$ cat src/rtl/cpu_bus_mux_if.sv
// -----------------------------------------------------------------------------
// cpu_bus_mux_if
//
// Purpose:
//   Bundles the CPU-side and memory/peripheral-side signals of the 8-bit
//   soft-CPU bus so the address decoder can be connected through one port.
//
// Modports:
//   master : the decoder/multiplexer. It drives the read data, the CPU advance,
//            the strobes, the sticky error flag and the debug state.
//   slave  : the surrounding system (CPU core, RAM, ROM, peripherals).
//
// Signals:
//   cpu_next_addr[15:0]  address of the next access
//   cpu_next_rd          next access is a read
//   cpu_next_we          next access is a write
//   cpu_di[7:0]          read data to the CPU
//   cpu_enable           CPU advance (0 = stall, CPU holds cpu_next_*)
//   ram_we               RAM write strobe
//   ram_data[7:0]        RAM read data
//   rom_data[7:0]        ROM read data
//   slot_rd[NSLOTS-1:0]  per-slot read strobe
//   slot_wr[NSLOTS-1:0]  per-slot write strobe
//   slot_ack[NSLOTS-1:0] per-slot completion (ack-mode slots only)
//   slot_data            per-slot read data, slot i on [8i+7:8i]
//   bus_err              sticky bus-timeout flag
//   bus_err_clr          clears bus_err
//   dbg_state[1:0]       current decoder FSM state (0 IDLE, 1 WAIT, 2 ACKW, 3 TOUT)
// -----------------------------------------------------------------------------
interface cpu_bus_mux_if #(
    parameter int NSLOTS = 8
);
    logic [15:0]         cpu_next_addr;
    logic                cpu_next_rd;
    logic                cpu_next_we;
    logic [7:0]          cpu_di;
    logic                cpu_enable;
    logic                ram_we;
    logic [7:0]          ram_data;
    logic [7:0]          rom_data;
    logic [NSLOTS-1:0]   slot_rd;
    logic [NSLOTS-1:0]   slot_wr;
    logic [NSLOTS-1:0]   slot_ack;
    logic [NSLOTS*8-1:0] slot_data;
    logic                bus_err;
    logic                bus_err_clr;
    logic [1:0]          dbg_state;

    modport master (
        input  cpu_next_addr,
        input  cpu_next_rd,
        input  cpu_next_we,
        output cpu_di,
        output cpu_enable,
        output ram_we,
        input  ram_data,
        input  rom_data,
        output slot_rd,
        output slot_wr,
        input  slot_ack,
        input  slot_data,
        output bus_err,
        input  bus_err_clr,
        output dbg_state
    );

    modport slave (
        output cpu_next_addr,
        output cpu_next_rd,
        output cpu_next_we,
        input  cpu_di,
        input  cpu_enable,
        input  ram_we,
        output ram_data,
        output rom_data,
        input  slot_rd,
        input  slot_wr,
        output slot_ack,
        output slot_data,
        input  bus_err,
        output bus_err_clr,
        input  dbg_state
    );
endinterface

$ cat src/rtl/cpu_bus_mux.sv
// -----------------------------------------------------------------------------
// cpu_bus_mux
//
// Purpose:
//   Address decoder and read-data multiplexer for the 8-bit soft-CPU bus.
//   Decodes RAM (0x0000-0x7FFF), ROM (0xE000-0xFFFF) and NSLOTS 256-byte
//   peripheral pages starting at page SLOT_BASE. Issues one-cycle read/write
//   strobes and stalls the CPU per slot, either for a fixed number of wait
//   states or until the slot acknowledges.
//
// Optional feature:
//   Define CPU_BUS_MUX_TIMEOUT_EN to bound the ack wait to TIMEOUT stall
//   cycles. On expiry the access is released with read data 8'hFF and the
//   sticky bus_err flag is set. Without the macro an ack-mode access waits
//   indefinitely and bus_err is constant 0.
//
// Ports:
//   clk    system clock
//   reset  synchronous, active-high reset
//   bus    cpu_bus_mux_if.master (CPU, RAM, ROM and slot signals)
//
// Handshake:
//   The CPU presents cpu_next_* every cycle. A strobe is issued only from IDLE,
//   in the same cycle the access is presented. cpu_enable=0 means the CPU must
//   hold cpu_next_* unchanged; the cycle with cpu_enable=1 completes the access
//   and the read data appears on cpu_di in the following cycle.
// -----------------------------------------------------------------------------
module cpu_bus_mux #(
    parameter int                  NSLOTS    = 8,
    parameter logic [7:0]          SLOT_BASE = 8'hD0,
    parameter logic [NSLOTS*4-1:0] SLOT_WAIT = '0,
    parameter logic [NSLOTS-1:0]   SLOT_ACK  = '0,
    parameter int                  TIMEOUT   = 255
) (
    input  logic          clk,
    input  logic          reset,
    cpu_bus_mux_if.master bus
);

    typedef enum logic [1:0] {
        S_IDLE = 2'd0,
        S_WAIT = 2'd1,
        S_ACKW = 2'd2,
        S_TOUT = 2'd3
    } state_t;

    typedef enum logic [2:0] {
        SRC_NONE = 3'd0,
        SRC_RAM  = 3'd1,
        SRC_ROM  = 3'd2,
        SRC_SLOT = 3'd3,
        SRC_ERR  = 3'd4
    } src_t;

    // FSM and datapath registers
    state_t            r_state;
    src_t              r_sel;
    logic [NSLOTS-1:0] r_sel_oh;    // slot whose data cpu_di shows when r_sel==SRC_SLOT
    logic [NSLOTS-1:0] r_slot_oh;   // slot of the access being stalled
    logic [3:0]        r_cnt;       // remaining wait states

    // Next-state / output signals
    state_t            w_state_next;
    src_t              w_sel_next;
    logic [3:0]        w_cnt_next;
    logic              w_cpu_enable;
    logic              w_ram_we;
    logic [NSLOTS-1:0] w_slot_rd;
    logic [NSLOTS-1:0] w_slot_wr;
    logic [7:0]        w_cpu_di;
    logic [7:0]        w_slot_rdata;

    // Decode signals
    logic [7:0]        w_page;
    logic              w_hit_ram;
    logic              w_hit_rom;
    logic              w_hit_slot;
    logic              w_access;
    logic [NSLOTS-1:0] w_slot_oh;
    logic [3:0]        w_slot_wait;
    logic              w_slot_is_ack;
    logic              w_slot_ack_now;
    logic              w_ack_latched;

`ifdef CPU_BUS_MUX_TIMEOUT_EN
    logic [9:0]        r_tcnt;      // stall cycles already spent on this ack access
    logic [9:0]        w_tcnt_next;
    logic              r_bus_err;
`endif

    // -------------------------------------------------------------------------
    // Address decode
    // -------------------------------------------------------------------------
    assign w_page    = bus.cpu_next_addr[15:8];
    assign w_hit_ram = ~bus.cpu_next_addr[15];
    assign w_hit_rom = (bus.cpu_next_addr[15:13] == 3'b111);
    assign w_access  = bus.cpu_next_rd | bus.cpu_next_we;

    // RAM and ROM take priority, so a slot page can never shadow them.
    always_comb begin
        w_slot_oh   = '0;
        w_slot_wait = '0;
        for (int i = 0; i < NSLOTS; i++) begin
            if (!w_hit_ram && !w_hit_rom && (w_page == SLOT_BASE + 8'(i))) begin
                w_slot_oh[i] = 1'b1;
                w_slot_wait  = SLOT_WAIT[4*i +: 4];
            end
        end
    end

    assign w_hit_slot     = |w_slot_oh;
    assign w_slot_is_ack  = |(w_slot_oh & SLOT_ACK);
    assign w_slot_ack_now = |(w_slot_oh & bus.slot_ack);
    // Only the latched slot can complete a stalled access.
    assign w_ack_latched  = |(r_slot_oh & bus.slot_ack);

    // -------------------------------------------------------------------------
    // FSM: next state, strobes, stall
    // -------------------------------------------------------------------------
    always_comb begin
        w_state_next = r_state;
        w_cnt_next   = r_cnt;
        w_cpu_enable = 1'b1;
        w_ram_we     = 1'b0;
        w_slot_rd    = '0;
        w_slot_wr    = '0;
`ifdef CPU_BUS_MUX_TIMEOUT_EN
        w_tcnt_next  = r_tcnt;
`endif

        case (r_state)
            S_IDLE: begin
                w_ram_we  = w_hit_ram & bus.cpu_next_we;
                w_slot_rd = w_slot_oh & {NSLOTS{bus.cpu_next_rd}};
                w_slot_wr = w_slot_oh & {NSLOTS{bus.cpu_next_we}};
                if (w_hit_slot && w_access) begin
                    if (w_slot_is_ack) begin
                        if (!w_slot_ack_now) begin
                            w_cpu_enable = 1'b0;
`ifdef CPU_BUS_MUX_TIMEOUT_EN
                            // The issue cycle already counts as one stall cycle.
                            w_tcnt_next  = 10'd1;
                            w_state_next = (TIMEOUT == 1) ? S_TOUT : S_ACKW;
`else
                            w_state_next = S_ACKW;
`endif
                        end
                    end else if (w_slot_wait != 4'd0) begin
                        w_cpu_enable = 1'b0;
                        w_cnt_next   = w_slot_wait - 4'd1;
                        w_state_next = S_WAIT;
                    end
                end
            end

            S_WAIT: begin
                if (r_cnt != 4'd0) begin
                    w_cpu_enable = 1'b0;
                    w_cnt_next   = r_cnt - 4'd1;
                end else begin
                    w_state_next = S_IDLE;
                end
            end

            S_ACKW: begin
                w_cpu_enable = w_ack_latched;
                if (w_ack_latched) begin
                    w_state_next = S_IDLE;
                end
`ifdef CPU_BUS_MUX_TIMEOUT_EN
                else if (r_tcnt == 10'(TIMEOUT - 1)) begin
                    w_state_next = S_TOUT;
                end else begin
                    w_tcnt_next = r_tcnt + 10'd1;
                end
`endif
            end

            S_TOUT: begin
                // Release cycle of a timed-out access; a late ack is ignored.
                w_state_next = S_IDLE;
            end

            default: begin
                w_state_next = S_IDLE;
            end
        endcase

        // Reset suppresses every strobe and never stalls the CPU.
        if (reset) begin
            w_cpu_enable = 1'b1;
            w_ram_we     = 1'b0;
            w_slot_rd    = '0;
            w_slot_wr    = '0;
        end
    end

    // -------------------------------------------------------------------------
    // Read-data source for the access completing in this cycle
    // -------------------------------------------------------------------------
    always_comb begin
        w_sel_next = SRC_NONE;
        if (r_state == S_TOUT) begin
            w_sel_next = SRC_ERR;
        end else if (bus.cpu_next_rd && !bus.cpu_next_we) begin
            if (w_hit_ram) begin
                w_sel_next = SRC_RAM;
            end else if (w_hit_rom) begin
                w_sel_next = SRC_ROM;
            end else if (w_hit_slot) begin
                w_sel_next = SRC_SLOT;
            end
        end
    end

    // -------------------------------------------------------------------------
    // Registers
    // -------------------------------------------------------------------------
    always_ff @(posedge clk) begin
        if (reset) begin
            r_state   <= S_IDLE;
            r_sel     <= SRC_NONE;
            r_sel_oh  <= '0;
            r_slot_oh <= '0;
            r_cnt     <= '0;
        end else begin
            r_state <= w_state_next;
            r_cnt   <= w_cnt_next;
            // The slot index is captured at issue and held through the stall.
            if (r_state == S_IDLE) begin
                r_slot_oh <= w_slot_oh;
            end
            if (w_cpu_enable) begin
                r_sel    <= w_sel_next;
                r_sel_oh <= w_slot_oh;
            end
        end
    end

`ifdef CPU_BUS_MUX_TIMEOUT_EN
    always_ff @(posedge clk) begin
        if (reset) begin
            r_tcnt    <= '0;
            r_bus_err <= 1'b0;
        end else begin
            r_tcnt <= w_tcnt_next;
            // A timeout wins over a simultaneous clear.
            if (r_state == S_TOUT) begin
                r_bus_err <= 1'b1;
            end else if (bus.bus_err_clr) begin
                r_bus_err <= 1'b0;
            end
        end
    end

    assign bus.bus_err = r_bus_err;
`else
    logic w_unused_err_clr;
    assign w_unused_err_clr = bus.bus_err_clr;
    assign bus.bus_err      = 1'b0;
`endif

    // -------------------------------------------------------------------------
    // Read-data multiplexer
    // -------------------------------------------------------------------------
    always_comb begin
        w_slot_rdata = '0;
        for (int i = 0; i < NSLOTS; i++) begin
            if (r_sel_oh[i]) begin
                w_slot_rdata = bus.slot_data[8*i +: 8];
            end
        end
    end

    always_comb begin
        case (r_sel)
            SRC_RAM:  w_cpu_di = bus.ram_data;
            SRC_ROM:  w_cpu_di = bus.rom_data;
            SRC_SLOT: w_cpu_di = w_slot_rdata;
            SRC_ERR:  w_cpu_di = 8'hFF;
            default:  w_cpu_di = 8'h00;
        endcase
    end

    // -------------------------------------------------------------------------
    // Outputs
    // -------------------------------------------------------------------------
    assign bus.cpu_di     = w_cpu_di;
    assign bus.cpu_enable = w_cpu_enable;
    assign bus.ram_we     = w_ram_we;
    assign bus.slot_rd    = w_slot_rd;
    assign bus.slot_wr    = w_slot_wr;
    assign bus.dbg_state  = r_state;

endmodule

$ cat src/flat_wrapper.sv
// flat-port wrapper written by rule: the top's interface ports become plain ports
module cpu_bus_mux_flat 
#(
    parameter int                  NSLOTS    = 8,
    parameter logic [7:0]          SLOT_BASE = 8'hD0,
    parameter logic [NSLOTS*4-1:0] SLOT_WAIT = '0,
    parameter logic [NSLOTS-1:0]   SLOT_ACK  = '0,
    parameter int                  TIMEOUT   = 255
)
  (clk, reset, bus_cpu_next_addr, bus_cpu_next_rd, bus_cpu_next_we, bus_cpu_di, bus_cpu_enable, bus_ram_we, bus_ram_data, bus_rom_data, bus_slot_rd, bus_slot_wr, bus_slot_ack, bus_slot_data, bus_bus_err, bus_bus_err_clr, bus_dbg_state);
  cpu_bus_mux_if #(.NSLOTS(NSLOTS)) bus_i ();
  input  logic clk;
  input  logic reset;
  input wire logic [$bits(bus_i.cpu_next_addr)-1:0] bus_cpu_next_addr;
  input wire logic [$bits(bus_i.cpu_next_rd)-1:0] bus_cpu_next_rd;
  input wire logic [$bits(bus_i.cpu_next_we)-1:0] bus_cpu_next_we;
  output wire logic [$bits(bus_i.cpu_di)-1:0] bus_cpu_di;
  output wire logic [$bits(bus_i.cpu_enable)-1:0] bus_cpu_enable;
  output wire logic [$bits(bus_i.ram_we)-1:0] bus_ram_we;
  input wire logic [$bits(bus_i.ram_data)-1:0] bus_ram_data;
  input wire logic [$bits(bus_i.rom_data)-1:0] bus_rom_data;
  output wire logic [$bits(bus_i.slot_rd)-1:0] bus_slot_rd;
  output wire logic [$bits(bus_i.slot_wr)-1:0] bus_slot_wr;
  input wire logic [$bits(bus_i.slot_ack)-1:0] bus_slot_ack;
  input wire logic [$bits(bus_i.slot_data)-1:0] bus_slot_data;
  output wire logic [$bits(bus_i.bus_err)-1:0] bus_bus_err;
  input wire logic [$bits(bus_i.bus_err_clr)-1:0] bus_bus_err_clr;
  output wire logic [$bits(bus_i.dbg_state)-1:0] bus_dbg_state;
  assign bus_i.cpu_next_addr = bus_cpu_next_addr;
  assign bus_i.cpu_next_rd = bus_cpu_next_rd;
  assign bus_i.cpu_next_we = bus_cpu_next_we;
  assign bus_cpu_di = bus_i.cpu_di;
  assign bus_cpu_enable = bus_i.cpu_enable;
  assign bus_ram_we = bus_i.ram_we;
  assign bus_i.ram_data = bus_ram_data;
  assign bus_i.rom_data = bus_rom_data;
  assign bus_slot_rd = bus_i.slot_rd;
  assign bus_slot_wr = bus_i.slot_wr;
  assign bus_i.slot_ack = bus_slot_ack;
  assign bus_i.slot_data = bus_slot_data;
  assign bus_bus_err = bus_i.bus_err;
  assign bus_i.bus_err_clr = bus_bus_err_clr;
  assign bus_dbg_state = bus_i.dbg_state;
  cpu_bus_mux #(.NSLOTS(NSLOTS), .SLOT_BASE(SLOT_BASE), .SLOT_WAIT(SLOT_WAIT), .SLOT_ACK(SLOT_ACK), .TIMEOUT(TIMEOUT)) u_core (.clk(clk), .reset(reset), .bus(bus_i));
endmodule
$ cat config.mk
export PLATFORM = sky130hd
export DESIGN_NAME = cpu_bus_mux_flat
export DESIGN_NICKNAME = d
export VERILOG_FILES = /design/src/rtl/cpu_bus_mux_if.sv /design/src/rtl/cpu_bus_mux.sv /design/src/flat_wrapper.sv
export SDC_FILE = /design/constraint.sdc
export NUM_CORES = 1
export LEC_CHECK = 0
export CAP_MARGIN = 0
export CORE_MARGIN = 2
export CORE_UTILIZATION = 31
export CTS_CLUSTER_DIAMETER = 100
export DETAILED_ROUTE_END_ITERATION = 10
export GPL_ROUTABILITY_DRIVEN = 0
export GPL_TIMING_DRIVEN = 1
export PLACE_DENSITY = 0.87
export RECOVER_POWER = 25
export SYNTH_ARGS = -nofsm -noshare
export SYNTH_HDL_FRONTEND = slang
export SYNTH_SLANG_ARGS = --single-unit
export TNS_END_PERCENT = 30
$ cat constraint.sdc
create_clock -name clk -period 1.95 [get_ports clk]
set_input_delay 0.39 -clock clk [delete_from_list [all_inputs] [get_ports clk]]
set_output_delay 0.39 -clock clk [all_outputs]
set_load 0.03 [all_outputs]
# Word level (Yosys, flattened, before mapping)
# Cells that the tools add are included.
[totals]
elab_cells = 82
output_inout_bits = 29
register_bits = 25
inputBits = 109
[classes]
n_mux = 34
bitwise = 6
eq_ne = 18
reduce_logical = 18
add_sub_neg = 1
[op_table]
columns = ["cell", "n"]
rows = [
  ["$mux 8", 12],
  ["$eq 8x8->1 const B", 8],
  ["$pmux 8 s4", 1],
  ["$and 8x8->8", 3],
  ["$reduce_or 8->1", 2],
  ["$mux 1", 12],
  ["$mux 3", 4],
  ["$logic_and 1x1->1", 10],
  ["$eq 3x2->1 const B", 2],
  ["$eq 3x3->1 const B", 2],
  ["$mux 2", 3],
  ["$pmux 2 s3", 1],
  ["$eq 2x2->1 const B", 2],
  ["$reduce_bool 4->1", 1],
  ["$sub 4x1->4 const B", 1],
  ["$eq 3x1->1 const B", 1],
  ["$reduce_and 3->1", 1],
  ["$eq 2x1->1 const B", 1],
  ["$logic_not 1->1", 2],
  ["$logic_not 2->1", 1],
  ["$ne 2x1->1 const B", 1],
  ["$ne 2x2->1 const B", 1],
  ["$not 1->1", 2],
  ["$pmux 1 s2", 1],
  ["2 further kinds", 2],
]

# Logic depth before layout (Yosys ltp)
# Gate-level depths: netlist (run 1).
[logic_depth]
depth_word = 11
ltp_mapped = 6
depth_no_buf = 3

# Worst setup path before layout (run 1)
# Ideal clock, no wire load.
[synth_path]
path_type = "in2out"
start = "input port bus_cpu_next_addr[13]"
end = "output port bus_slot_wr[0]"
arrival_time_ns = 1.830
t_required_ns = 1.560
setup_slack_ns = -0.270
path_stages = 4
n_path_buf = 1
cell_sequence = "nor3b_2 > or3b_1 > buf_2 > nor3_1"
[synth_via]
elab_chain_len = 8
elab_cells_between_ends = 9
cone_classes = "eq/ne (2); mux (3); bitwise (1); reduce/logical (3)"
[synth_lines]
columns = ["item", "line", "rtl"]
rows = [
  ["start, declared", "flat_wrapper.sv:14", "input wire logic [$bits(bus_i.cpu_next_addr)-1:0] bus_cpu_next_addr;"],
  ["$eq 3x3->1", "cpu_bus_mux.sv:96", "assign w_hit_rom = (bus.cpu_next_addr[15:13] == 3'b111);"],
  ["$logic_not 1->1", "cpu_bus_mux.sv:104", "if (!w_hit_ram && !w_hit_rom && (w_page == SLOT_BASE + 8'(i))) begin"],
  ["$logic_and 1x1->1", "cpu_bus_mux.sv:104", ""],
  ["$logic_and 1x1->1 *", "cpu_bus_mux.sv:104", ""],
  ["$mux 1 *", "cpu_bus_mux.sv:104", ""],
  ["$and 8x8->8 *", "cpu_bus_mux.sv:135", "w_slot_wr = w_slot_oh & {NSLOTS{bus.cpu_next_we}};"],
  ["$mux 8 *", "cpu_bus_mux.sv:131", "case (r_state)"],
  ["$mux 8 *", "cpu_bus_mux.sv:190", "if (reset) begin"],
  ["end, declared", "flat_wrapper.sv:23", "output wire logic [$bits(bus_i.slot_wr)-1:0] bus_slot_wr;"],
]
# Mark *: on every way between the ends. The rest lies on a longest branch, timed or not.

# Final worst setup path (run 1)
[layout_path]
start = "input port bus_slot_data[55]"
end = "output port bus_cpu_di[7]"
[layout_via]
elab_chain_len = 3
[layout_lines]
columns = ["item", "line", "rtl"]
rows = [
  ["start, declared", "flat_wrapper.sv:25", "input wire logic [$bits(bus_i.slot_data)-1:0] bus_slot_data;"],
  ["$mux 8 (2 in series)", "cpu_bus_mux.sv:269", "if (r_sel_oh[i]) begin"],
  ["$pmux 8 s4", "cpu_bus_mux.sv:276", "case (r_sel)"],
  ["end, declared", "flat_wrapper.sv:17", "output wire logic [$bits(bus_i.cpu_di)-1:0] bus_cpu_di;"],
]
# Every way passes these cells.

==> results of run 1 <==
## final timing paths
check / end / slack, ps / start
setup / recovery: bus_cpu_di[7] / -20 / bus_slot_data[55]
hold / removal: u_core.r_sel[1]$_SDFF_PP0_ / 490 / bus_cpu_next_addr[12]
## worst max-delay path: stages
cell,delay [ps]
clkdlybuf4s50_1,460
nand3b_1,70
a32o_1,270
o211ai_1,120
buf_4,160
buf_12,110
## report_power, final
group          total (mW)  leakage, nW  switching, mW  internal (mW)
registers           0.207       0.0822       0.000732          0.206
logic               0.301         1.23         0.0971          0.204
clock network       0.208       0.0216         0.0737          0.134
total               0.716         1.33          0.172          0.545
## cell families after synthesis
kind of cell           synth area share, %
buffers and inverters                 7.43
other                                0.525
AND/OR/NAND/NOR                       43.3
flip-flops                            14.0
AO/OA/AOI/OAI                         34.8
## routing by layer
metal | GRT usage [%] | up-vias | share of wire, %
met5 | 0 | - | 0
met4 | 6.08 | 0 | 1.3
met3 | 6.53 | 8 | 10
met2 | 44.1 | 94 | 53
met1 | 21.7 | 954 | 35
li1 | - | 1029 | -
## cells in the final DEF (no fill, tap or decap), types with 2 or more instances in the layout
cell	netlist	routed
buf_6	0	8
dlygate4sd2_1	0	7
buf_2	3	2
nand2b_4	0	6
o21ai_0	16	16
buf_4	5	47
nor3_2	4	12
o2111ai_1	16	12
a32o_1	8	8
o211ai_1	8	8
a21o_1	16	16
dlymetal6s2s_1	0	6
nor3_1	21	12
dfxtp_2	0	3
nand2b_2	0	2
o2111ai_2	0	4
nand2_1	19	18
dfxtp_1	10	7
clkbuf_8	0	3
conb_1	2	4
nand2b_1	19	11
inv_1	2	2
clkdlybuf4s50_1	0	72
a21oi_1	2	2
nand3b_1	10	10
and3b_1	17	16
buf_12	0	3
## through the flow
stage                     power [mW]  TNS, ps  cells  setup WS, ps
after global routing           0.745     -659    385         -77.6
after global placement         0.503    -4740    378          -356
after CTS                      0.716    -62.8    383         -36.9
after detailed placement       0.506    -5760    378          -411
after floorplan                0.280    -1380    201          -115
final                          0.716    -32.7    385         -17.8
## state kept, by name, indices dropped and copies added, names as in the netlist
signal,flops
u_core.r_sel_oh,8
u_core.r_sel,2
## final cells by class
type	count	area, um^2	share of cell area [%]
well taps	52	65.1	2.16
flip-flops and latches	10	204	6.79
inverters	2	7.51	0.250
multi-input cells	169	1280	42.5
clock buffers	3	41.3	1.37
repair buffers	149	1410	46.9
## what timing repair did
| item | in CTS | in global routing |
|---|---|---|
| cloned | 1 | 0 |
| setup buffers | 1 | 2 |
| resized for setup | 42 | 24 |
| endpoints found under the setup margin | 21 | 21 |
| pin swaps | 14 | 6 |
==> results.md, run 1 <==
- Outcome: finished, violations left
- Violated checks: negative setup slack
- Post-layout worst setup margin: -17.8 ps
- Initial antenna violation count: 0
- Critical Path End Type: output port
- Max-cap check violation count: 0
- Number of port buffers: 116
- Synth unique cells: 29
- Filler cells: 384
- IO Pins: 138
- CP max FO: 1
- Ant diodes: 0
- Highest Clock Rate: between 500 and 600 MHz
- Final ANT Viol Nets: 0
- Worst hold slack: 489 ps
- CTS buffer count: 3
- Final number of setup-violating endpoints: 2
- Fin. Hold Viols: 0
- Largest cells by area after synthesis: dfxtp_1 (14%), and3b_1 (10%), o2111ai_1 (9.8%), a21o_1 (8.4%), nand2b_1 (8.3%)
- Vias: 2085
- Routed WL per cell: 15.6 um
- Drt total wl: 6020 um
- Critical path class: primary input to output port
- Min-Delay Path Class: primary input to flip-flop
- Final min period: 1970 ps
- Die ar.: 5180 um^2
- Sequential area share after synthesis: roughly 14%
- Yosys warning count: 0
- Finished Cell Area: 3010 um^2
- DIE HEIGHT: 72.0 um
- # nets final: between 400 and 500
- Placed cell areas: 2790 um^2
- PwrDens: 238 nW/um^2
- Vias/cell: about 5.4
- Most frequent cell after synthesis: nor3_1
- All-Layer GR Usage: approximately 22%
- Cells after synthesis: 199
- Post-synth EDFFs: 0
- Fin. max-slew vios: 0
- First-pass DRT Iterations: 4
- Final Cycle Share: 101%
- Cell Area, Synth: between 1000 and 1500 um^2
- Num Clock Sinks: 10
- Main flop type after synthesis: dfxtp_1
- Core area: 4410 um^2
- Overflow after GRT: 0
- Clk buf depth: 2
- Ratio of cells with drive above 1 in the final layout: about 30%
- CTS tree: done
- Commonest cells in the netlist: nor3_1 (21), nand2_1 (19), nand2b_1 (19)
- Peak supply drop: 0.000349 V
- Root Buffer: clkbuf_8
- Largest area contributor in the netlist: dfxtp_1
- Mean area per synthesized cell: ~7.2 um^2
- Core Util, Final: between 60 and 70%
- Clock transition at path regs: 40 ps
- Detail Placement HPWL: 4790 um
- CP Data Arrival Time: 1580 ps
- CP Launch Type: primary input
- Required @ worst endpoint: between 1500 and 2000 ps
- Ys async rst share: 0%
- Vias in the first global route: 2064
- Hold depth: 3
- Largest net degree at the start of global routing: 25
- Row count: 24
- Cts hold-fix bufs: 0
- Initial drt markers: 56
- RSZ-0062 raised after global routing: true
- First-pass GRT wire length: 9150 um
- Pleak: between 1 and 1.5 nW
- Initial Utilization: 32.4%
- Die outline width: 72.0 um
- Layout Area Growth over Synthesis: 110%
- FF+latch count, synth: 10
- Synth top area share: 14.0%
- H-tree level count: 1
- Detailed-route DRC error count: 0
Power figures use the tool's default switching activity.
==> inputs of run 2 (changes only) <==
--- a/config.mk
+++ b/config.mk
@@ -12,7 +12,7 @@
 export DETAILED_ROUTE_END_ITERATION = 10
 export GPL_ROUTABILITY_DRIVEN = 0
 export GPL_TIMING_DRIVEN = 1
-export PLACE_DENSITY = 0.87
+export PLACE_DENSITY = 0.83
 export RECOVER_POWER = 25
 export SYNTH_ARGS = -nofsm -noshare
 export SYNTH_HDL_FRONTEND = slang
==> results.md, run 2 (synthesis gave the netlist of run 1 again) <==
- Outcome: finished, violations left
- Violated checks: negative setup slack
- IO Pins: 138 (unchanged)
- All-Layer GR Usage: 23.1% (+1.0 points)
- Die outline width: 72.0 um (unchanged)
- Clock transition at path regs: 50 ps (about the same)
- Required @ worst endpoint: 1560 ps (about the same)
- Detail Placement HPWL: 4690 um (-2.1%)
- CP max FO: 6 (+5)
- CP Data Arrival Time: 1610 ps (+30 ps)
- Number of port buffers: 116 (unchanged)
- Largest Register: u_core.r_sel_oh
- CTS tree: done
- Initial drt markers: 79 (+41%)
- H-tree level count: 1 (unchanged)
- # nets final: 452 (+1.8%)
- Vias: 2117 (+1.5%)
- Final Cycle Share: 103% (+1.6 points)
- Final number of setup-violating endpoints: 10 (+8)
- Initial antenna violation count: 0 (unchanged)
- Fin. max-slew vios: 0 (unchanged)
- Hold path start: bus_cpu_next_addr[15]
- Critical path class: primary input to output port
- CP Launch Type: primary input
- Highest Clock Rate: 500 MHz (-1.6%)
- Worst hold slack: 485 ps (-4.56 ps)
- Largest net degree at the start of global routing: 25 (unchanged)
- Ratio of cells with drive above 1 in the final layout: 33.0% (+2.7 points)
- Min-Delay Path Class: primary input to flip-flop
- Row count: 24 (unchanged)
- Root Buffer: clkbuf_8
- First-pass GRT wire length: 9560 um (+4.5%)
- Num Clock Sinks: 10 (unchanged)
- Cts hold-fix bufs: 0 (unchanged)
- Final ANT Viol Nets: 0 (unchanged)
- Setup TNS: -239 ps (-206 ps)
- Peak supply drop: 0.000477 V (+36%)
- Pleak: 1.43 nW (+7.3%)
- Layout Area Growth over Synthesis: 120%
- Fin. Hold Viols: 0 (unchanged)
- Clk buf depth: 2 (unchanged)
- Overflow after GRT: 0 (unchanged)
- Max-cap check violation count: 0 (unchanged)
- Drt total wl: 6350 um (+5.3%)
- Die ar.: 5180 um^2 (unchanged)
- Routed WL per cell: 16.1 um (+2.9%)
- Critical Path End Type: output port
- Vias in the first global route: 2154 (+4.4%)
- RSZ-0062 raised after global routing: true
- Vias/cell: 5.37 (-0.78%)
- First-pass DRT Iterations: 4 (unchanged)
- Commonest cells after routing, fill and taps aside: clkdlybuf4s50_1 (76), buf_4 (51), nand2_1 (18)
- Top Registers: u_core.r_sel_oh: 8 flops, u_core.r_sel: 2 flops
- Final min period: 2000 ps (+31.3 ps)
- Post-layout worst setup margin: -49.1 ps (-31.3 ps)
- PwrDens: 249 nW/um^2 (+4.4%)
- Initial Utilization: 32.4% (unchanged)
- Detailed-route DRC error count: 0 (unchanged)
- CTS buffer count: 3 (unchanged)
- Commonest non-fill, non-tap cell in the layout: clkdlybuf4s50_1
- Max reg flops: 8 (unchanged)
- DIE HEIGHT: 72.0 um (unchanged)
- Ant diodes: 0 (unchanged)
- Core area: 4410 um^2 (unchanged)
- Critical Path Start: bus_cpu_next_addr[9]
## run 2: changes by cell type in the layout (fill, tap and decap cells not counted), sizes merged
cell	before	now
buf	60	69
clkbuf	4	6
dlymetal6s2s	6	4
clkdlybuf4s15	2	0
dlygate4sd2	7	5
clkdlybuf4s50	72	76
## run 2: timing repair
| item | in CTS | in global routing |
|---|---|---|
| gates resized for setup | 61 | 28 |
| pin swaps | 15 | 11 |
| endpoints found under the setup margin | 24 | 24 |
| cloned | 1 | 0 |
| buffers inserted | 13 | 5 |
## run 2: path summary, 6_finish.rpt
check | end | cells past startpoint
setup / recovery | bus_slot_rd[5] | 4
hold / removal | u_core.r_sel[0]$_SDFF_PP0_ | 3
## run 2: cell type report
cell class	instances	area, um^2
clock buffer	4	55.1
sequential	10	215
inverter	2	7.51
tap	52	65.1
fill	357	1260
multi-input combinational	169	1320
timing repair buffer	157	1500
## run 2: through the flow
stage / setup WS [ps] / cells / cell area [um^2] / util, % / power [mW]
2_1_floorplan: -115 / 201 / 1470 / - / 0.280
3_3_place_gp: -404 / 371 / 2710 / 61.3 / 0.495
3_5_place_dp: -433 / 371 / 2710 / 61.3 / 0.497
4_1_cts: -33.7 / 389 / 2990 / 67.8 / 0.778
5_1_grt: -106 / 394 / 3150 / 71.5 / 0.809
6_report: -49.1 / 394 / 3150 / 71.5 / 0.785
## run 2: worst max-delay path, stage by stage
cell,delay (ps)
clkdlybuf4s50_1,450
nand2b_1,300
nor3_1,270
buf_4,200
## run 2: power by group
| part | switching, mW | internal, mW |
|---|---|---|
| logic | 0.106 | 0.219 |
| registers | 0.000833 | 0.202 |
| clock network | 0.0805 | 0.177 |
## run 2: routing by layer
| metal | GRT usage, % | wire length, um |
|---|---|---|
| met2 | 45.3 | 3210 |
| met3 | 5.69 | 629 |
| met5 | 0 | 0 |
| met1 | 24.2 | 2440 |
| met4 | 6.29 | 75 |
==> inputs of run 3 (changes only) <==
--- a/config.mk
+++ b/config.mk
@@ -5,8 +5,7 @@
 export SDC_FILE = /design/constraint.sdc
 export NUM_CORES = 1
 export LEC_CHECK = 0
-export CAP_MARGIN = 0
-export CORE_MARGIN = 2
+export CORE_MARGIN = 1
 export CORE_UTILIZATION = 31
 export CTS_CLUSTER_DIAMETER = 100
 export DETAILED_ROUTE_END_ITERATION = 10
==> results.md, run 3 (synthesis gave the netlist of run 1 again) <==
- Die outline width: 70.0 um (-2.8%)
- Max reg flops: 8 (unchanged)
- # nets final: 443 (-2.0%)
- Required @ worst endpoint: 1560 ps (about the same)
- CP max FO: 8 (+2)
- Pleak: 1.36 nW (-4.9%)
- Area of the multi-input gates: 1310 um^2 (-0.76%)
- Layout Area Growth over Synthesis: 113%
- Initial drt markers: 83 (+5.1%)
- Seq. cell area: 206 um^2 (-4.1%)
- Row count: 24 (unchanged)
- Initial Utilization: 32.6% (+0.22 points)
- CP Data Arrival Time: 1630 ps (+20 ps)
- Core area: 4380 um^2 (-0.68%)
- Final Cycle Share: 103% (+0.85 points)
- Highest Clock Rate: 496 MHz (-0.83%)
- Commonest non-fill, non-tap cell in the layout: clkdlybuf4s50_1
- Final ANT Viol Nets: 0 (unchanged)
- Number of port buffers: 116 (unchanged)
- Top Registers: u_core.r_sel_oh: 8 flops, u_core.r_sel: 2 flops
- Detailed-route DRC error count: 0 (unchanged)
- Max-cap check violation count: 0 (unchanged)
- Worst Hold Path EP: u_core.r_sel[0]$_SDFF_PP0_
- Detail Placement HPWL: 4550 um (-3.0%)
- Critical path class: primary input to output port
- Hold path start: bus_cpu_next_addr[14]
- Hold depth: 3 (unchanged)
- Num Clock Sinks: 10 (unchanged)
- Violated checks: negative setup slack
- Ratio of cells with drive above 1 in the final layout: 30.1% (-2.9 points)
- Final number of setup-violating endpoints: 11 (+1)
- H-tree level count: 1 (unchanged)
- Total power: 0.724 mW (-7.8%)
- Commonest cells after routing, fill and taps aside: clkdlybuf4s50_1 (78), buf_4 (39), nand2_1 (18)
- Final std cells w/o fill: 384 (-2.5%)
- Root Buffer: clkbuf_8
- Critical Path Start: bus_cpu_next_rd
- CTS tree: done
- Vias in the first global route: 2123 (-1.4%)
- Outcome: finished, violations left
- Clk buf depth: 2 (unchanged)
- Setup TNS: -271 ps (-32.4 ps)
- Initial antenna violation count: 0 (unchanged)
- CP Launch Type: primary input
- Worst hold slack: 448 ps (-36.3 ps)
- Placed cell count: 374 (+0.81%)
- Fin. max-slew vios: 0 (unchanged)
- Clock transition at path regs: 40 ps (about the same)
- Post-layout worst setup margin: -65.8 ps (-16.6 ps)
- CTS buffer count: 3 (unchanged)
- Cts hold-fix bufs: 0 (unchanged)
- Fin. Hold Viols: 0 (unchanged)
- Overflow after GRT: 0 (unchanged)
- Filler cells: 379 (+6.2%)
- DIE HEIGHT: 70.0 um (-2.8%)
- Min-Delay Path Class: primary input to flip-flop
- Vias/cell: 5.54 (+3.2%)
- Die ar.: 4890 um^2 (-5.5%)
- PwrDens: 238 nW/um^2 (-4.4%)
- Ant diodes: 0 (unchanged)
- Largest net degree at the start of global routing: 25 (unchanged)
- IO Pins: 138 (unchanged)
- All-Layer GR Usage: 22.7% (-0.38 points)
- Largest Register: u_core.r_sel_oh
- Vias: 2129 (+0.57%)
- Worst slack, placed: -463 ps (-30.2 ps)
- First-pass DRT Iterations: 6 (+2)
- Peak supply drop: 0.000244 V (-49%)
- Drt total wl: 6240 um (-1.6%)
- RSZ-0062 raised after global routing: true
- Routed WL per cell: 16.3 um (+0.95%)
- Final min period: 2020 ps (+16.6 ps)
- Critical Path End Type: output port
- First-pass GRT wire length: 9040 um (-5.5%)
run 3: power breakdown:
| group | leakage (nW) | switching (mW) | total (mW) | internal (mW) |
|---|---|---|---|---|
| logic | 1.25 | 0.103 | 0.307 | 0.204 |
| clock network | 0.0216 | 0.0752 | 0.210 | 0.135 |
| registers | 0.0832 | 0.000780 | 0.207 | 0.206 |
run 3: repair_timing:
item	in CTS	in global routing
endpoints found under the setup margin	22	24
endpoints found under the hold margin	0	0
setup buffers	2	3
gates resized for setup	44	36
pin swaps	11	14
cloned	1	2
run 3: critical path, cell delays in order:
cell and delay [ps]:
dlygate4sd3_1 550, nand3b_1 100, buf_6 160, nor3_2 220
buf_4 200
run 3: how the worst max path moves through the flow:
stage,endpoint,slack [ps],cells past startpoint
3_5_place_dp,bus_slot_rd[3],-460,6
5_1_grt,bus_slot_rd[2],-120,4
2_1_floorplan,bus_slot_rd[4],-120,4
6_report,bus_slot_rd[4],-70,5
4_1_cts,bus_slot_wr[3],-40,6
3_3_place_gp,bus_slot_rd[3],-400,6
run 3: metal layers:
metal  up-vias  GRT usage, %  routed length (um)
li1       1024             -                   -
met5         -             0                   0
met1       996          23.7                2300
met2        98          43.8                3250
met4         0          7.56                 133
met3        11          5.48                 565
run 3: area by class of cell:
type                    instances  share of cell area (%)
repair buffers                148                    46.5
multi-input cells             169                    42.9
flip-flops and latches         10                    6.79
well taps                      52                    2.14
clock buffers                   3                    1.36
inverters                       2                   0.247
run 3: metrics by stage:
stage               utilization, %  area [um^2]
finish                        69.4         3040
CTS                           65.6         2870
detailed placement            62.3         2730
global route                  69.4         3040
global placement              62.3         2730
floorplan                        -         1470
==> edit 1: new RTL, config.mk and constraints of run 2 <==
`NSLOTS` is set to 8 in 3 places; all go to 16.
--- a/src/rtl/cpu_bus_mux_if.sv
+++ b/src/rtl/cpu_bus_mux_if.sv
@@ -28,7 +28,7 @@
 //   dbg_state[1:0]       current decoder FSM state (0 IDLE, 1 WAIT, 2 ACKW, 3 TOUT)
 // -----------------------------------------------------------------------------
 interface cpu_bus_mux_if #(
-    parameter int NSLOTS = 8
+    parameter int NSLOTS = 16
 );
     logic [15:0]         cpu_next_addr;
     logic                cpu_next_rd;
--- a/src/rtl/cpu_bus_mux.sv
+++ b/src/rtl/cpu_bus_mux.sv
@@ -26,7 +26,7 @@
 //   and the read data appears on cpu_di in the following cycle.
 // -----------------------------------------------------------------------------
 module cpu_bus_mux #(
-    parameter int                  NSLOTS    = 8,
+    parameter int                  NSLOTS    = 16,
     parameter logic [7:0]          SLOT_BASE = 8'hD0,
     parameter logic [NSLOTS*4-1:0] SLOT_WAIT = '0,
     parameter logic [NSLOTS-1:0]   SLOT_ACK  = '0,
--- a/src/flat_wrapper.sv
+++ b/src/flat_wrapper.sv
@@ -1,7 +1,7 @@
 // flat-port wrapper written by rule: the top's interface ports become plain ports
 module cpu_bus_mux_flat 
 #(
-    parameter int                  NSLOTS    = 8,
+    parameter int                  NSLOTS    = 16,
     parameter logic [7:0]          SLOT_BASE = 8'hD0,
     parameter logic [NSLOTS*4-1:0] SLOT_WAIT = '0,
     parameter logic [NSLOTS-1:0]   SLOT_ACK  = '0,
Ports: changed (resized bus_slot_ack, bus_slot_data, bus_slot_rd and bus_slot_wr); port bits go from 138 to 226. No check against the original RTL was run, so the function may have changed too.
==> edit 1 against run 2 <==
The flow still finishes with violations (negative setup slack); setup slack got worse by 0.24 ns; non-clock buffer count increased by 109; synthesized area is 62% higher; utilization grew 1.5 points; worst hold slack got worse by 0.034 ns; wire length up 100%; first-iteration DRC count up 130%; power rose by 47%; count of clock-buffer cells in the layout is the same; sequential cell count rose by 8; clock power is 14% higher; cell area is 68% higher; sequential share of layout area is 0.32 points higher; critical path type unchanged.
==> edit 1: results (changes against run 2) <==
- Status: finished with violations (unchanged)
- Failing checks: negative setup slack (unchanged)
- Area post-placement: 0.00461 mm^2 (was 0.00271 mm^2)
- Area occupied by multi-input gates: 0.00215 mm^2 (was 0.00132 mm^2)
- Total GRT Usage: 0.281 (was 0.231)
- Vias in the first global route: 3,883 (was 2,154)
- CP max stage delay: 0.52 ns (was 0.45 ns)
- Final worst slack: -0.294 ns (was -0.0491 ns)
- Critical-path maximum fanout: 1 (was 6)
- Dpl cells: 691 (was 371)
- DR iter-0 viols: 183 (was 79)
- Via density: 5.42 (was 5.37)
- Area contributors post-synth: dfxtp_1 16%, a221oi_1 8.3%, nand2_1 7.1%, nor2_1 7.0%, a21oi_1 6.5% (was dfxtp_1 14%, and3b_1 10%, o2111ai_1 9.8%, a21o_1 8.4%, nand2b_1 8.3%)
- # setup viols final: 27 (was 10)
- Hold WS: 0.451 ns (was 0.485 ns)
- Finished Layout Cells: 709 (was 394)
- Lkg Pwr: 2.03 nW (was 1.43 nW)
- Largest net degree at the start of global routing: 19 (was 25)
- Detailed-placement wirelength estimate: 9590 um (was 4690 um)
- Hold Crit Start: bus_cpu_next_we (was bus_cpu_next_addr[15])
- Setup TNS: -2.98 ns (was -0.239 ns)
- Net count, final: 792 (was 452)
- Fill count: 530 (was 357)
- Seq/Total Area, Yosys: 0.155 (was 0.140)
- VDD IR max: 0.179 mV (was 0.477 mV)
- CP endpoint: bus_cpu_di[2] (was bus_slot_rd[5])
- WP data arrival: 1.85 ns (was 1.61 ns)
- Fraction of layout cells with a size suffix above 1: 0.338 (was 0.330)
edit 1: changes by cell type in the layout (fill, tap and decap cells not counted), sizes merged, moves of 17 or more:
| cell | change |
|---|---|
| buf | +43 |
| a21oi | +28 |
| nand2 | +28 |
| and3b | -17 |
| nor2 | +43 |
| a221oi | +22 |
| clkdlybuf4s50 | +66 |
| inv | +19 |
edit 1: metal layers:
| metal | up-vias | wire length, um | track usage |
|---|---|---|---|
| met1 | 1758 | 4750 | 0.321 |
| met4 | 0 | 444 | 0.110 |
| met5 | - | 0 | 0 |
| li1 | 1820 | - | - |
| met3 | 37 | 1030 | 0.0476 |
| met2 | 231 | 6430 | 0.514 |
edit 1: timing repair:
item	4_1_cts	5_1_grt
pin swaps	39	20
gates cloned	3	0
setup buffers	6	6
endpoints found under the setup margin	40	36
resized for setup	112	58
edit 1: final cells by class:
type / count / share of cell area
well taps: 99 / 0.0234
flip-flops and latches: 18 / 0.0714
clock buffers: 4 / 0.0104
inverters: 21 / 0.0149
repair buffers: 266 / 0.473
multi-input cells: 301 / 0.407
edit 1: power by group:
group	switching [mW]	leakage [nW]	internal, mW
Clock	0.114	0.0288	0.179
Sequential	0.000923	0.151	0.368
Combinational	0.168	1.85	0.328
Total	0.283	2.03	0.875
edit 1: worst max-delay path: cells and delay by family:
family | cells | cell delay [ns]
AO/OA/AOI/OAI | 4 | 0.74
buffers and inverters | 2 | 0.72
edit 1: cell families (layout without fill, tap and decap cells):
family          after synthesis  after routing  share of synthesized area
buf+inv                      57            291                      0.111
other cells                   2              4                    0.00324
compound gates              125            125                      0.373
flops                        18             18                      0.155
simple gates                169            172                      0.357
==> edit 2: new RTL, flow settings as in run 2 <==
Without the edit above. Re-encode `src_t` (5 values) as one-hot, 5 bits wide.
--- a/src/rtl/cpu_bus_mux.sv
+++ b/src/rtl/cpu_bus_mux.sv
@@ -44,12 +44,12 @@
         S_TOUT = 2'd3
     } state_t;
 
-    typedef enum logic [2:0] {
-        SRC_NONE = 3'd0,
-        SRC_RAM  = 3'd1,
-        SRC_ROM  = 3'd2,
-        SRC_SLOT = 3'd3,
-        SRC_ERR  = 3'd4
+    typedef enum logic [4:0] {
+        SRC_NONE = 5'b00001,
+        SRC_RAM  = 5'b00010,
+        SRC_ROM  = 5'b00100,
+        SRC_SLOT = 5'b01000,
+        SRC_ERR  = 5'b10000
     } src_t;
 
     // FSM and datapath registers
Behaviour: same outputs for any inputs over 10 cycles, from zero or initial values and one cycle with reset high; not proved beyond that.
==> edit 2 against run 2 <==
The flow still finishes with violations (negative setup slack); largest power group unchanged; wire length is 16% lower; power down 1.5%; setup slack worse by 0.12 ns; synthesized area down 11%; maximum frequency shrank 5.6%; sequential power grew 23%; synthesized cell count down 16%; sequential cell count rose by 2; cell area down 17%; non-clock buffer count is 24 lower; die area is 10% lower; critical endpoint is now bus_cpu_di[2].
==> edit 2: results (changes against run 2) <==
- Sequential Power Share: 0.322 (was 0.259)
- Critical-path maximum fanout: 8 (was 6)
- Compound-Gate Fraction of Synth Area: 0.433 (was 0.348)
- Hold Crit Start: bus_cpu_next_addr[13] (was bus_cpu_next_addr[15])
- Setup TNS: -2.12 ns (was -0.239 ns)
- # setup viols final: 22 (was 10)
- Final worst slack: -0.167 ns (was -0.0491 ns)
- Failing checks: negative setup slack (unchanged)
- Via density: 5.40 (was 5.37)
- Status: finished with violations (unchanged)
- Met3 Routed Length: 671 um (was 629 um)
- Seq/Total Area, Yosys: 0.189 (was 0.140)
- Met2 Use GR: 0.410 (was 0.453)
- Internal Dissipation: 0.607 mW (was 0.598 mW)
- Dpl cells: 332 (was 371)
- Met3 Track Usage GR: 0.0559 (was 0.0569)
- Crit path max-delay family: simple AND/OR/NAND/NOR gates (was buffers and inverters)
- Detailed-placement wirelength estimate: 4240 um (was 4690 um)
- Power Total: 0.773 mW (was 0.785 mW)
- Hold WS: 0.391 ns (was 0.485 ns)
- Post-CTS Resized: 32 (was 61)
- CP max stage delay: 0.58 ns (was 0.45 ns)
- Post-Synthesis Cells: 167 (was 199)
- Comb pwr share: 0.344 (was 0.413)
- DP Worst Slack: -0.524 ns (was -0.433 ns)
- Lkg Pwr: 0.947 nW (was 1.43 nW)
- DR iter-0 viols: 146 (was 79)
-- edit 2: cell types whose count changed after synthesis, sizes merged, moves of 14 or more --
cell | before | now
a221oi | 0 | 14
and3b | 17 | 0
nor2 | 1 | 21
nor3 | 25 | 9
o2111ai | 16 | 0
a21o | 16 | 1
nand2b | 19 | 3
a22oi | 0 | 15
-- edit 2: logic make-up (layout without fill, tap and decap cells) --
group                  count (synthesis)  count (layout)
and+or+nand+nor                       63              63
AOI/OAI and AO/OA                     68              68
buffers and inverters                 22             141
other                                  2               4
DFF                                   12              12
-- edit 2: path summary, 6_finish.rpt --
path | endpoint | depth (start not counted)
setup / recovery | bus_cpu_di[2] | 5
hold / removal | u_core.r_sel[2] | 3
-- edit 2: layout make-up --
cell class | count | area (um^2)
inverters | 4 | 15.0
repair buffers | 133 | 1260
clock buffers | 4 | 55.1
multi-input cells | 135 | 983
fillers | 354 | 1360
well taps | 50 | 62.6
flip-flops and latches | 12 | 240
